==> config.mk <==
export PLATFORM = sky130hd
export DESIGN_NAME = cache_line_xfer_engine
export DESIGN_NICKNAME = d
export VERILOG_FILES = /design/src/rtl/cache_line_xfer_engine.sv
export SDC_FILE = /design/constraint.sdc
export NUM_CORES = 1
export LEC_CHECK = 0
export ABC_AREA = 1
export CAP_MARGIN = 20
export CORE_UTILIZATION = 25
export CTS_CLUSTER_SIZE = 28
export DETAILED_ROUTE_END_ITERATION = 6
export PLACE_DENSITY = 0.59
export SYNTH_ARGS = -nofsm -noshare
export SYNTH_HDL_FRONTEND = slang
export SYNTH_SLANG_ARGS = --single-unit
==> constraint.sdc <==
create_clock -name clk -period 2.3 [get_ports clk]
set_input_delay 0.46 -clock clk [delete_from_list [all_inputs] [get_ports clk]]
set_output_delay 0.46 -clock clk [all_outputs]
set_load 0.02 [all_outputs]
==> src/rtl/cache_line_xfer_engine.sv <==
`default_nettype none
// ============================================================================
// Module   : cache_line_xfer_engine
// Purpose  : Turns one line command into a burst of 4B memory requests
//            (writeback, refill or both) and reassembles tagged refill data.
// Revision : 1.0  initial release
// ============================================================================
module cache_line_xfer_engine #(
    parameter int LINE_WORDS = 4,
    parameter int MAX_OUT    = 2
) (
    input  logic                     clk,
    input  logic                     reset,
    input  logic                     cmd_val,
    output logic                     cmd_rdy,
    input  logic                     cmd_wb,
    input  logic                     cmd_rf,
    input  logic [31:0]              cmd_wb_addr,
    input  logic [31:0]              cmd_rf_addr,
    input  logic [32*LINE_WORDS-1:0] cmd_wb_data,
    output logic                     done_val,
    input  logic                     done_rdy,
    output logic [32*LINE_WORDS-1:0] done_data,
    output logic                     cache_req_val,
    input  logic                     cache_req_rdy,
    output logic [76:0]              cache_req_msg,
    input  logic                     cache_resp_val,
    output logic                     cache_resp_rdy,
    input  logic [46:0]              cache_resp_msg
);
    localparam int IDXW = $clog2(LINE_WORDS);
    localparam int OFFW = IDXW + 2;
    localparam int CNTW = IDXW + 1;
    localparam int OUTW = $clog2(MAX_OUT + 1);
    localparam logic [CNTW-1:0] C_WORDS   = CNTW'(LINE_WORDS);
    localparam logic [CNTW-1:0] C_LAST    = CNTW'(LINE_WORDS - 1);
    localparam logic [OUTW-1:0] C_MAX_OUT = OUTW'(MAX_OUT);
    localparam logic [2:0]      C_READ    = 3'd0;
    localparam logic [2:0]      C_WRITE   = 3'd1;

    typedef enum logic [1:0] {
        S_IDLE = 2'd0,
        S_WB   = 2'd1,
        S_RF   = 2'd2,
        S_DONE = 2'd3
    } state_t;

    state_t                  state;
    logic                    do_rf;
    logic [31-OFFW:0]        wb_line;
    logic [31-OFFW:0]        rf_line;
    logic [32*LINE_WORDS-1:0] wb_data;
    logic [32*LINE_WORDS-1:0] line_buf;
    logic [CNTW-1:0]         issued;
    logic [CNTW-1:0]         received;
    logic [OUTW-1:0]         outst;

    logic                    in_wb;
    logic                    in_phase;
    logic                    req_fire;
    logic                    resp_fire;
    logic                    last_resp;
    logic [IDXW-1:0]         req_idx;
    logic [IDXW-1:0]         resp_idx;
    logic [31-OFFW:0]        line_addr;
    logic [31:0]             req_data;
    logic                    unused_bits;

    assign in_wb     = (state == S_WB);
    assign in_phase  = in_wb || (state == S_RF);
    assign cache_req_val = in_phase && (issued < C_WORDS) && (outst < C_MAX_OUT);
    assign req_fire  = cache_req_val && cache_req_rdy;
    assign resp_fire = cache_resp_val && cache_resp_rdy;
    assign last_resp = resp_fire && (received == C_LAST);
    assign req_idx   = issued[IDXW-1:0];
    assign resp_idx  = cache_resp_msg[36 +: IDXW];
    assign line_addr = in_wb ? wb_line : rf_line;
    assign req_data  = in_wb ? wb_data[{req_idx, 5'd0} +: 32] : 32'd0;

    // {type, opaque, addr, len, data}
    assign cache_req_msg = {in_wb ? C_WRITE : C_READ, 8'(req_idx),
                            line_addr, req_idx, 2'b00, 2'b00, req_data};
    assign done_data = line_buf;

    assign unused_bits = ^{cmd_wb_addr[OFFW-1:0], cmd_rf_addr[OFFW-1:0],
                           cache_resp_msg[46:44], cache_resp_msg[43:36+IDXW],
                           cache_resp_msg[35:32]};

    always_ff @(posedge clk) begin
        if (reset) begin
            state          <= S_IDLE;
            cmd_rdy        <= 1'b1;
            done_val       <= 1'b0;
            cache_resp_rdy <= 1'b0;
            do_rf          <= 1'b0;
            wb_line        <= '0;
            rf_line        <= '0;
            wb_data        <= '0;
            line_buf       <= '0;
            issued         <= '0;
            outst          <= '0;
            received       <= '0;
        end else begin
            case (state)
                S_IDLE: begin
                    if (cmd_val && cmd_rdy) begin
                        wb_line  <= cmd_wb_addr[31:OFFW];
                        rf_line  <= cmd_rf_addr[31:OFFW];
                        wb_data  <= cmd_wb_data;
                        do_rf    <= cmd_rf;
                        cmd_rdy  <= 1'b0;
                        issued   <= '0;
                        outst    <= '0;
                        received <= '0;
                        if (cmd_wb) begin
                            state          <= S_WB;
                            cache_resp_rdy <= 1'b1;
                        end else if (cmd_rf) begin
                            state          <= S_RF;
                            cache_resp_rdy <= 1'b1;
                        end else begin
                            state    <= S_DONE;
                            done_val <= 1'b1;
                        end
                    end
                end
                S_WB, S_RF: begin
                    if (req_fire) issued <= issued + 1'b1;
                    if (req_fire && !resp_fire)      outst <= outst + 1'b1;
                    else if (!req_fire && resp_fire) outst <= outst - 1'b1;
                    if (resp_fire) received <= received + 1'b1;
                    // Refill data lands by tag, so arrival order does not matter
                    if (resp_fire && !in_wb)
                        line_buf[{resp_idx, 5'd0} +: 32] <= cache_resp_msg[31:0];
                    if (last_resp) begin
                        issued   <= '0;
                        outst    <= '0;
                        received <= '0;
                        if (in_wb && do_rf) begin
                            state <= S_RF;
                        end else begin
                            state          <= S_DONE;
                            cache_resp_rdy <= 1'b0;
                            done_val       <= 1'b1;
                        end
                    end
                end
                S_DONE: begin
                    if (done_rdy) begin
                        state    <= S_IDLE;
                        done_val <= 1'b0;
                        cmd_rdy  <= 1'b1;
                    end
                end
                default: state <= S_IDLE;
            endcase
        end
    end
endmodule
`default_nettype wire

==> metrics <==
status=finished, violations left; failing checks=negative setup slack; CP max stage cell=dfxtp_4; FMAX=about 0.43 GHz; # H-tree levels=2; Setup TNS=-0.0123 ns; Worst setup SP type=register; Finished Layout Cells=3112; Max stage delay on crit path=~0.39 ns; Vias/cell=4.66; Final GP Congestion=about 0.85; Sink Count=326; share of the yosys chip area belonging to registers=46.6%; ANT nets after route=0; number of synthesized register bits=326; DRC viols=0; commonest non-fill, non-tap cell in the layout=nand2_1; vias in the first global route=13.9k; HP Start=reset; TritonCTS buffer count=40; final worst clock skew=roughly 0.012 ns; post-route setup slack=-0.0123 ns; hold_buf cts=0; via count=~15k; peak fanout along the critical path=6; clk_lat worst skew=0.55 ns; most frequent cells in the layout=395 x nand2_1, 373 x a21oi_1, 357 x clkdlybuf4s50_1, 322 x dfxtp_1, 167 x inv_1; Synth Cell Area=about 0.014 mm²; worst r2r src=state[0]; Final Hold Slack=0.292 ns; Least-Margin Pin Slew=0.528 ns; Hold Path Class=in -> reg; final hold vios=0; global-route wire length before repair=81100 µm; Pins Over Slew Limit=0; r2r endpoint=done_data[103]; Initial DRT Pass Iterations=5; Hold EP=wb_data[11]; GRT Total Usage=18.3%; DRT iter0 DRCs=around 1.0k; Final setup viols=1; Crit. End Element=primary output; max_cap viols=0; Multi-input gate area=between 0.006 and 0.007 mm²; clk buf depth=3; core box area=about 0.055 mm²; post-DP HPWL=36400 µm; Leak=7.83 nW; worst path bufs/invs=4; hold path depth=2; die height=239 µm; PwrDens=1020 mW/mm²; initial antenna violation count=6; fraction of layout cells with a size suffix above 1=between 10% and 20%; internal reg-to-reg setup slack=0.24 ns; # port buffers=422; dpl cells=3031; pin count of the biggest net entering global routing=~110; Total Routed Length=between 50000 and 60000 µm; Layout Nets=2595; IO Pins=456; Mean Syn Cell Area=7.13 µm²; RSZ-0062 raised after global routing=true; DIE AREA=0.0569 mm²; Worst IR Drop VDD=about 0.0006 V; Fill cells=approximately 5.7k; total grt overflow=0; Layout area overhead=48.7%; yosys warns=0; critical path class=reg -> out; TritonCTS clock tree=done; Initial Utilization=roughly 25%; drt wl/cell=17.5 µm; Required @ worst endpoint=1.84 ns; FP Rows=86; CP Cell Sequence=buf_12, buf_16, buf_8, a21oi_4, o21ai_2, a21oi_2, buf_6; Stages on worst setup path=7; worst r2r path cells=10; Die X=239 µm; Root Driver=clkbuf_16; Register Area=0.00653 mm²; clock transition at the registers of the reported paths=0.06 ns; Tcrit/Tclk final=101%; relative slew slack=64.8%; Period minus WS final=roughly 2.3 ns; Arr. time, crit path=1.85 ns; delay-heaviest family, CP=buffers and inverters; post-synthesis cell count=1963; post-synth cell types=26
==> layer usage <==
metal	vias to the layer above	global-route usage, %	wire length [µm]
met5	-	0	38
li1	7130	-	-
met4	6	6.39	1660
met1	6786	22.0	22500
met3	92	6.76	5330
met2	503	29.6	25000
==> report_power, final <==
part,internal (W),switching (W),total [W]
sequential,0.00655,0.000362,0.00691
clock,0.00383,0.00252,0.00635
combinational,0.00307,0.00492,0.00800
total,0.0135,0.00780,0.0213
==> cells by family after synthesis <==
group	count (synthesis)	synth area share, %
other cells	1	0.0268
compound gates	614	22.4
buf+inv	348	10.2
flops	326	46.6
fa+ha+maj	12	1.07
simple gates	662	19.7
==> through the flow <==
step	utilization (%)	total power [W]	cell area (µm²)	setup slack (ns)
after detailed placement	34.8	0.0143	19200	-0.105
after global routing	37.7	0.0225	20800	-0.0801
after floorplan	-	0.0113	14000	0.0362
final	37.7	0.0213	20800	-0.0123
after global placement	34.8	0.0141	19200	-0.0884
after CTS	37.3	0.0211	20600	-0.0502
==> how the worst max path moves through the flow <==
stage | start | end | slack (ns)
2_1_floorplan | cache_resp_msg[36] | done_data[101] | 0.04
3_3_place_gp | cache_resp_msg[36] | done_data[65] | -0.09
3_5_place_dp | cache_resp_msg[36] | done_data[65] | -0.11
4_1_cts | state[1] | cache_req_msg[65] | -0.05
5_1_grt | issued[0] | cache_req_msg[12] | -0.08
6_report | issued[0] | cache_req_msg[16] | -0.01
==> state kept, by name, indices dropped and copies added (netlist names) <==
signal	cells
done_data	128
wb_data	128
rf_line	28
wb_line	28
issued	3
received	3
outst	2
state	2
cache_resp_rdy	1
cmd_rdy	1
do_rf	1
done_val	1
==> repair_timing <==
item	CTS	global route
pin swaps	12	19
buffers inserted	4	0
endpoints found under the setup margin	64	57
gates cloned	4	4
resized for setup	365	79
==> synth_stat cells <==
| cell type | count | area [µm²] |
|---|---|---|
| a31o_2 | 1 | 8.76 |
| clkinv_1 | 1 | 3.75 |
| a211oi_1 | 1 | 7.51 |
| ha_1 | 12 | 150 |
| o21ai_0 | 193 | 966 |
| nor3_1 | 19 | 95.1 |
| conb_1 | 1 | 3.75 |
| nand3_1 | 94 | 470 |
| a31oi_1 | 13 | 81.3 |
| nor2_1 | 131 | 492 |
| nor3_2 | 18 | 180 |
| or2_2 | 1 | 6.26 |
| nand2_1 | 395 | 1480 |
| o211a_1 | 7 | 70.1 |
| dfxtp_1 | 326 | 6530 |
| buf_4 | 25 | 188 |
| a21oi_1 | 399 | 2000 |
| inv_1 | 171 | 642 |
| nand4_1 | 1 | 6.26 |
| inv_2 | 1 | 3.75 |
| nor2_2 | 1 | 6.26 |
| nor3_4 | 1 | 16.3 |
| clkbuf_1 | 118 | 443 |
| nand2_2 | 1 | 6.26 |
| buf_1 | 10 | 37.5 |
| buf_2 | 22 | 110 |
==> layout make-up <==
cell class / instances / area share, %
repair buffers: 495 / 24.6
clock buffers: 59 / 5.78
clock inverters: 10 / 0.523
well taps: 748 / 4.50
flip-flops and latches: 326 / 31.4
inverters: 173 / 3.17
diodes: 1 / 0.0120
multi-input cells: 1300 / 30.1
No activity file was read; power rests on OpenSTA's default activity.
